<file path="src/rtl/bcd_pkg.sv">
// Shared types and constants for the shared binary-to-BCD converter.
package bcd_pkg;
   localparam int DIGIT_W = 4;
   localparam logic [3:0] BCD_BLANK = 4'hF;

   typedef enum logic [1:0] {IDLE, CONV, DONE} state_t;

   // Smallest digit count whose decimal range covers 2^width - 1.
   function automatic int min_digits(input int width);
      longint max_val;
      longint pow10;
      int d;
      max_val = (longint'(1) << width) - 1;
      d = 1;
      pow10 = 10;
      while (pow10 <= max_val) begin
         pow10 = pow10 * 10;
         d++;
      end
      return d;
   endfunction
endpackage

</file>
<file path="src/rtl/bcd_dabble_step.sv">
// One double-dabble iteration: add 3 to every digit >= 5, then shift the whole register left.
module bcd_dabble_step
   import bcd_pkg::*;
#(
   parameter int WIDTH  = 8,
   parameter int DIGITS = 3
) (
   input  logic [DIGIT_W*DIGITS+WIDTH-1:0] din,
   output logic [DIGIT_W*DIGITS+WIDTH-1:0] dout
);
   logic [DIGIT_W*DIGITS+WIDTH-1:0] adj;

   always_comb begin
      adj = din;
      for (int i = 0; i < DIGITS; i++) begin
         if (din[WIDTH+DIGIT_W*i +: DIGIT_W] >= 4'd5)
            adj[WIDTH+DIGIT_W*i +: DIGIT_W] = din[WIDTH+DIGIT_W*i +: DIGIT_W] + 4'd3;
      end
      dout = adj << 1;
   end
endmodule

</file>
<file path="src/rtl/bcd_conv_arbiter.sv">
// Round-robin shared iterative BCD converter for two requesters.
// Define BCD_LEADING_ZERO_BLANK_EN to blank leading-zero tens/hundreds digits with BCD_BLANK.
module bcd_conv_arbiter
   import bcd_pkg::*;
#(
   parameter int WIDTH  = 8,
   parameter int DIGITS = 3
) (
   input  logic             i_clk,
   input  logic             i_rst,
   input  logic             i_req0_valid,
   input  logic [WIDTH-1:0] i_req0_val,
   output logic             o_req0_ready,
   input  logic             i_req1_valid,
   input  logic [WIDTH-1:0] i_req1_val,
   output logic             o_req1_ready,
   output logic             o_res_valid,
   input  logic             i_res_ready,
   output logic             o_res_id,
   output logic [3:0]       o_ones,
   output logic [3:0]       o_tens,
   output logic [3:0]       o_hundreds,
   output logic             o_busy
);
   localparam int BCD_W = DIGIT_W * DIGITS;
   localparam int SR_W  = BCD_W + WIDTH;
   localparam int CNT_W = $clog2(WIDTH + 1);

   if (DIGITS < min_digits(WIDTH)) begin : g_param_check
      $error("bcd_conv_arbiter: DIGITS too small for WIDTH");
   end

   state_t            state, state_nxt;
   logic [SR_W-1:0]   sreg, sreg_step;
   logic [CNT_W-1:0]  cnt;
   logic              last_grant, gnt_id, accept, res_id;
   logic [3:0]        ones, tens, hund;
   logic [BCD_W-1:0]  bcd_nxt;
   logic [3:0]        raw_o, raw_t, raw_h, nxt_t, nxt_h;

   bcd_dabble_step #(.WIDTH(WIDTH), .DIGITS(DIGITS)) u_step (
      .din  (sreg),
      .dout (sreg_step)
   );

   // On a tie the requester that did not win last time is granted.
   always_comb begin
      if (i_req0_valid && i_req1_valid) gnt_id = ~last_grant;
      else                              gnt_id = ~i_req0_valid;
   end

   assign o_req0_ready = (state == IDLE) && i_req0_valid && !gnt_id;
   assign o_req1_ready = (state == IDLE) && i_req1_valid && gnt_id;
   assign accept       = o_req0_ready || o_req1_ready;

   always_ff @(posedge i_clk) begin
      if (i_rst) state <= IDLE;
      else       state <= state_nxt;
   end

   always_comb begin
      state_nxt = state;
      unique case (state)
         IDLE:    if (accept) state_nxt = CONV;
         CONV:    if (cnt == CNT_W'(1)) state_nxt = DONE;
         DONE:    if (i_res_ready) state_nxt = IDLE;
         default: state_nxt = IDLE;
      endcase
   end

   // Digits as they stand after the final step, taken from the step output.
   assign bcd_nxt = sreg_step[SR_W-1 -: BCD_W];
   assign raw_o   = bcd_nxt[3:0];
   if (DIGITS > 1) begin : g_tens
      assign raw_t = bcd_nxt[7:4];
   end else begin : g_no_tens
      assign raw_t = 4'd0;
   end
   if (DIGITS > 2) begin : g_hund
      assign raw_h = bcd_nxt[11:8];
   end else begin : g_no_hund
      assign raw_h = 4'd0;
   end

`ifdef BCD_LEADING_ZERO_BLANK_EN
   assign nxt_h = (raw_h == 4'd0) ? BCD_BLANK : raw_h;
   assign nxt_t = (raw_h == 4'd0 && raw_t == 4'd0) ? BCD_BLANK : raw_t;
`else
   assign nxt_h = raw_h;
   assign nxt_t = raw_t;
`endif

   always_ff @(posedge i_clk) begin
      if (i_rst) begin
         sreg       <= '0;
         cnt        <= '0;
         last_grant <= 1'b1;
         res_id     <= 1'b0;
         ones       <= 4'd0;
         tens       <= 4'd0;
         hund       <= 4'd0;
      end else begin
         unique case (state)
            IDLE: if (accept) begin
               sreg       <= {{BCD_W{1'b0}}, (gnt_id ? i_req1_val : i_req0_val)};
               res_id     <= gnt_id;
               last_grant <= gnt_id;
               cnt        <= CNT_W'(WIDTH);
            end
            CONV: begin
               sreg <= sreg_step;
               cnt  <= cnt - CNT_W'(1);
               if (cnt == CNT_W'(1)) begin
                  ones <= raw_o;
                  tens <= nxt_t;
                  hund <= nxt_h;
               end
            end
            default: ;
         endcase
      end
   end

   assign o_res_valid = (state == DONE);
   assign o_busy      = (state != IDLE);
   assign o_res_id    = res_id;
   assign o_ones      = ones;
   assign o_tens      = tens;
   assign o_hundreds  = hund;
endmodule

</file>
<file path="config.mk">
export PLATFORM = sky130hd
export DESIGN_NAME = bcd_conv_arbiter
export DESIGN_NICKNAME = d
export VERILOG_FILES = /design/src/rtl/bcd_pkg.sv /design/src/rtl/bcd_dabble_step.sv /design/src/rtl/bcd_conv_arbiter.sv
export SDC_FILE = /design/constraint.sdc
export NUM_CORES = 1
export LEC_CHECK = 0
export CAP_MARGIN = 20
export CORE_MARGIN = 2
export CORE_UTILIZATION = 51
export DETAILED_ROUTE_END_ITERATION = 10
export PLACE_DENSITY = 0.88
export RECOVER_POWER = 50
export SYNTH_ARGS = -nofsm -noshare
export SYNTH_HDL_FRONTEND = slang
export SYNTH_SLANG_ARGS = --single-unit
</file>
<file path="constraint.sdc">
create_clock -name i_clk -period 2.4 [get_ports i_clk]
set_clock_uncertainty 0.2 [all_clocks]
set_input_delay 0.36 -clock i_clk [delete_from_list [all_inputs] [get_ports i_clk]]
set_output_delay 0.36 -clock i_clk [all_outputs]
set_load 0.02 [all_outputs]
</file>
==> impl_metrics.csv, run 1 <==
group,metric,value,unit
global_routing,grt_max_degree,19,
global_routing,grtUsageMet2,34.8,%
finish,most_common_cell_after_layout_fill_and_taps_aside,"dfxtp_1",
setup_path,crit_arrival,1710,ps
finish,area_grow_syn2layout,26.3,%
route,drt_first_pass_iters,5,
floorplan,floorplan.die.height,65.6,um
finish,num-fill-cells,302,
clocking,clock-root-buffer,"clkbuf_8",
power_and_ir_drop,vdd.ir_drop.worst,489,uV
setup_path,critPathLaunchType,"primary input",
timing,slew_headroom,56.7,%
global_routing,grtUsageMet3,6.68,%
setup_path,critical_path_class,"primary input to output port",
setup_path,cp_top_family,"buffers and inverters",
setup_path,worstPathMaxFanout,3,
clocking,number_of_buffers_inserted_during_clock_tree_synthesis,5,
route,drt-initial-drc-count,74,
floorplan,floorplan.initialDensity,52.8,%
global_routing,global_route_wire_length_before_repair,6910,um
route,detailroute.via_count,1674,
timing,period_utilisation_layout,94.5,%
floorplan,pin_count,38,
floorplan,rows,22,
setup_path,critical_path_buf_inv_count,3,
timing,slew_limit_fails,0,
route,post_drt_wl_per_cell,13.8,um
run,drv.max_cap_violation_count,0,
clocking,cts_num_sinks,40,
logic_synthesis,count_of_flip_flops_with_a_built_in_enable_after_synthesis,0,
timing,grt_setup_unrepaired,"no",
place,gp_congestion,0.792,
global_routing,initial_antenna_violation_count,0,
logic_synthesis,synthesized_netlist_cell_count,207,
clocking,clock_insertion_delay_worst_skew,300,ps
logic_synthesis,syn_area_per_cell,9.34,um^2
timing,setup_violations,0,
global_routing,grt_pass1_vias,1576,
finish,nNetsFinal,276,
floorplan,die_area,4300,um^2
logic_synthesis,yosysWarnings,0,
timing,worstMarginPinSlew,644,ps
clocking,post_cts.resized_instances,0,
route,route.final.wire_length,4090,um
global_routing,track_usage,20.8,%
setup_path,worst_setup_path_end_kind,"output port",
clocking,total_of_hold_buffers_inserted_after_clock_tree_synthesis,0,
clocking,clk_path_buf_depth,2,
clocking,clkTransAtPathRegs,80,ps
status,outcome,"finished clean",
setup_path,path_common_cell,"clkdlybuf4s50_1",
clocking,cts_tree,"done",
global_routing,gr-total-overflow,0,
finish,most_used_cells_in_the_layout_excluding_fill_and_tap_cells,"40 x dfxtp_1, 23 x nor2_1, 22 x clkdlybuf4s50_1",
logic_synthesis,yosys_most_used_dff,"dfxtp_1",
route,post-route-drc-count,0,
logic_synthesis,yosysSeqAreaShare,41.4,%
power_and_ir_drop,power-per-cell-area,617,nW/um^2
min_path,hold_path_class,"register to register",
global_routing,grt_use_met1,24.7,%
finish,drive_gt1_share,8.87,%
place,numPortBuffers,37,
logic_synthesis,ys_ff_latch,40,
floorplan,die_w,65.6,um
clocking,h-tree-depth,2,
setup_path,timing.critical_path.required,1840,ps
timing,final_critical_period,2270,ps
logic_synthesis,post_synth_num_cell_types,36,
setup_path,timing.critical_path.cells,"clkdlybuf4s50_1, inv_1, o21ai_0, nor2_1, clkdlybuf4s50_1",
route,vias_per_cell,5.66,
logic_synthesis,synth_nets,236,
finish,stdcell_count,296,
logic_synthesis,netlist_area_before_placement,1930,um^2
setup_path,critPathMaxStageDelay,530,ps
place,dp.cells,288,
global_routing,most_utilized_layer_in_the_global_route_result,"met2",
power_and_ir_drop,static_leakage,0.000992,uW
route,antenna_violating_nets_post_route,0,
setup_path,critical-path-slowest-cell,"clkdlybuf4s50_1",
timing,hold_viol,0,
clocking,cts_post_setup_buffers_inserted,0,
timing,max_freq,0.441,GHz
finish,num_antenna_cells,0,
place,total_half_perimeter_wirelength_after_legalization_and_detailed_placement,2940,um
logic_synthesis,postSynth.asyncResetShare,0,%
floorplan,core-area,3660,um^2
timing,timing.setup.tns,0,ps
-- flip-flops by register name, summed over array words and instances, names as in the netlist --
signal      count
cnt             4
last_grant      1
o_hundreds      4
o_ones          4
o_res_id        1
o_tens          4
sreg           20
state           2
-- layout make-up --
type | count | area (um^2) | share of cell area [%]
timing repair buffer | 44 | 414 | 16.9
multi-input combinational | 144 | 1010 | 41.4
sequential | 40 | 801 | 32.8
tap | 48 | 60.1 | 2.46
clock inverter | 3 | 42.5 | 1.74
inverter | 12 | 45.0 | 1.84
clock buffer | 5 | 68.8 | 2.82
-- where the power goes --
part | total (uW) | internal (uW) | switching, uW
sequential | 727 | 697 | 30.3
clock | 547 | 308 | 239
combinational | 235 | 115 | 120
-- per-layer routing --
metal,vias to the layer above,wire length [um]
met5,-,0
met4,0,64
met3,9,189
met2,39,1970
met1,796,1870
li1,830,-
-- worst reg2reg max path, stage by stage (launching register included) --
cell and delay, ps:
dfxtp_1 430, nor3_1 600, nor2_1 170, nor2_2 370
a22o_1 210
-- worst paths after layout --
path | slack, ps | end | from | cells after the start
worst max-delay path | 130 | o_req0_ready | i_req1_valid | 5
worst min-delay path | 280 | sreg[0] | sreg[0] | 1
worst max register to register | 370 | sreg[18] | state[0] | 4
worst min register to register | 280 | sreg[0] | sreg[0] | 1
-- through the flow --
step	area, um^2	hold slack, ps	utilization (%)	setup slack (ps)	power, uW
2_1_floorplan	1930	233	-	731	895
3_3_place_gp	2350	252	64.3	160	978
3_5_place_dp	2350	254	64.3	137	984
4_1_cts	2460	280	67.3	81.0	1520
5_1_grt	2440	290	66.7	31.8	1570
6_report	2440	284	66.7	132	1510
-- cells in the mapped netlist, types with 2 or more instances --
master / n / area share, %
ha_1: 8 / 5.2
nor2_4: 2 / 1.2
nor2_1: 23 / 4.5
buf_4: 3 / 1.2
o22ai_1: 11 / 3.6
nand2b_1: 8 / 2.6
a21oi_1: 12 / 3.1
a22o_1: 2 / 0.91
a211o_1: 4 / 1.8
dfxtp_1: 40 / 41
nand2_1: 4 / 0.78
mux2_2: 2 / 1.2
mux2i_1: 10 / 5.2
nor3_1: 3 / 0.78
xnor2_1: 4 / 1.8
a22oi_1: 8 / 3.1
o2bb2ai_1: 7 / 3.2
a21o_1: 2 / 0.78
clkbuf_1: 2 / 0.39
inv_1: 12 / 2.3
a32oi_1: 4 / 1.8
buf_2: 4 / 1.0
nor3b_1: 8 / 3.1
nor2b_1: 2 / 0.65
o21ai_0: 4 / 1.0
a211oi_1: 7 / 2.7
or2_2: 2 / 0.65
-- kinds of logic (layout without fill, tap and decap cells) --
kind of cell / count (synthesis) / count (layout) / synth area share, %
xor+xnor: 4 / 4 / 1.81
fa+ha+maj: 8 / 8 / 5.17
simple gates: 58 / 58 / 17.3
compound gates: 62 / 62 / 22.3
mux: 12 / 12 / 6.34
buf+inv: 23 / 64 / 5.69
flops: 40 / 40 / 41.4
No activity file was read; power rests on OpenSTA's default activity.
==> inputs of run 2 (changes only) <==
--- a/config.mk
+++ b/config.mk
@@ -5,8 +5,8 @@
 export SDC_FILE = /design/constraint.sdc
 export NUM_CORES = 1
 export LEC_CHECK = 0
+export ABC_AREA = 0
 export CAP_MARGIN = 20
-export CORE_MARGIN = 2
 export CORE_UTILIZATION = 51
 export DETAILED_ROUTE_END_ITERATION = 10
 export PLACE_DENSITY = 0.88
==> run 2 against run 1 <==
Effect of this change:
- combinational power up 3%
- clock power fell by 18%
- register-to-register slack gained 60 ps
- sequential share of layout area rose by 0.17 points
- cell count is the same
- critical path depth down 3
- sequential power fell by 0.6%
- via count decreased by 1.4%
- non-clock buffer count unchanged
- total power down 6.1%
- design area down 0.51%
==> impl_metrics.csv, run 2 (synthesis results as in run 1) <==
group,metric,value,unit
status,outcome,"finished clean",
route,antenna_violating_nets_post_route,0,
timing,slew_headroom,66.3,%
setup_path,critical_path_class,"register to output port",
setup_path,timing.critical_path.required,1840,ps
setup_path,critPathMaxStageDelay,620,ps
route,drt-initial-drc-count,106,
min_path,worstHoldPathCells,1,
clocking,clkTransAtPathRegs,90,ps
power_and_ir_drop,static_leakage,0.000982,uW
floorplan,core-area,3660,um^2
route,route.final.wire_length,4180,um
place,total_half_perimeter_wirelength_after_legalization_and_detailed_placement,2970,um
setup_path,timing.critical_path.cells,"nor2b_1, clkdlybuf4s50_1",
route,post_drt_wl_per_cell,14.1,um
clocking,cts_post_setup_buffers_inserted,0,
timing,max_freq,0.438,GHz
route,post-route-drc-count,0,
finish,drive_gt1_share,8.87,%
clocking,h-tree-depth,2,
timing,hold_viol,0,
min_path,hold-path-endpoint,"sreg[0]",
clocking,number_of_buffers_inserted_during_clock_tree_synthesis,5,
min_path,hold_path_startpoint,"sreg[0]",
timing,whs,286,ps
finish,most_used_cells_in_the_layout_excluding_fill_and_tap_cells,"40 x dfxtp_1, 23 x nor2_1, 23 x clkdlybuf4s50_1",
global_routing,global_route_wire_length_before_repair,7120,um
finish,num-fill-cells,305,
finish,finish.utilization,66.4,%
floorplan,floorplan.initialDensity,52.8,%
global_routing,gr-total-overflow,0,
timing,final_critical_period,2280,ps
floorplan,pin_count,38,
clocking,cts_num_sinks,40,
timing,grt_setup_unrepaired,"no",
setup_path,r2r_start,"cnt[0]",
floorplan,die_area,4040,um^2
floorplan,die_w,63.6,um
floorplan,floorplan.die.height,63.6,um
clocking,cts_tree,"done",
setup_path,critPathLaunchType,"register",
setup_path,worst_r2r_path_depth,5,
place,placement.setup.worst_slack,89.6,ps
place,dp.cells,288,
finish,largest-register,"sreg",
timing,worstMarginPinSlew,504,ps
timing,slew_limit_fails,0,
route,vias_per_cell,5.57,
global_routing,grt_pass1_vias,1619,
setup_path,worst_setup_path_end_kind,"output port",
power_and_ir_drop,vdd.ir_drop.worst,425,uV
finish,stdcell_count,296,
setup_path,worstPathMaxFanout,11,
finish,largest_register_ffs,20,
place,gp_congestion,0.774,
run,drv.max_cap_violation_count,0,
global_routing,grt_max_degree,19,
setup_path,timing.reg2reg.setup_slack,430,ps
route,detailroute.via_count,1650,
finish,nNetsFinal,276,
timing,timing.setup.tns,0,ps
route,drt_first_pass_iters,6,
finish,num_antenna_cells,0,
setup_path,critical-path-slowest-cell,"clkdlybuf4s50_1",
clocking,clk_path_buf_depth,2,
timing,setup_violations,0,
timing,period_utilisation_layout,95.2,%
global_routing,track_usage,22.6,%
clocking,clock-root-buffer,"clkbuf_8",
setup_path,crit-reg2reg-capture,"o_ones[0]",
power_and_ir_drop,power-per-cell-area,583,nW/um^2
global_routing,initial_antenna_violation_count,0,
clocking,clock_insertion_delay_worst_skew,300,ps
setup_path,crit_arrival,1720,ps
place,numPortBuffers,37,
timing,fin_ws,116,ps
finish,area_grow_syn2layout,25.7,%
finish,most_common_cell_after_layout_fill_and_taps_aside,"dfxtp_1",
min_path,hold_path_class,"register to register",
floorplan,rows,22,
[run 2: layout make-up]
| cell class | count | area, um^2 | share of cell area [%] |
|---|---|---|---|
| Sequential cell | 40 | 801 | 32.9 |
| Inverter | 12 | 45.0 | 1.85 |
| Clock inverter | 3 | 18.8 | 0.772 |
| Clock buffer | 5 | 68.8 | 2.83 |
| Multi-Input combinational cell | 144 | 1020 | 42.1 |
| Tap cell | 48 | 60.1 | 2.47 |
| Timing Repair Buffer | 44 | 414 | 17.0 |
[run 2: stage by stage]
step	cell area, um^2	total power, uW
floorplan	1930	895
global placement	2350	979
detailed placement	2350	986
CTS	2440	1420
global route	2430	1480
finish	2430	1420
[run 2: how the worst max path moves through the flow]
| stage | from | endpoint | slack (ps) |
|---|---|---|---|
| 6_report | state[1] | o_res_valid | 120 |
| 5_1_grt | state[1] | o_res_valid | 30 |
| 3_5_place_dp | i_req1_valid | o_req0_ready | 90 |
| 3_3_place_gp | i_req1_valid | o_req0_ready | 160 |
| 4_1_cts | i_req1_valid | o_req0_ready | 70 |
| 2_1_floorplan | cnt[0] | o_ones[1] | 730 |
[run 2: per-layer routing]
layer / GRT usage [%] / wire [um]
met1: 27.0 / 1920
met2: 39.1 / 2050
met3: 3.26 / 126
met4: 11.1 / 85
met5: 0 / 0
[run 2: power by group]
group / leakage [uW] / internal, uW / switching [uW]
clock network: 0.0000479 / 203 / 248
logic: 0.000609 / 118 / 126
registers: 0.000326 / 697 / 26.0
[run 2: repair_timing]
item                       in CTS  in global routing
hold buffers                    0                  0
setup endpoints to repair       0                  2
resized for setup               0                  2
[run 2: critical path, delay by kind of cell (launching register included)]
kind                   cells  cell delay [ps]
flip-flops                 1              570
AND/OR/NAND/NOR            1              230
buffers and inverters      1              620
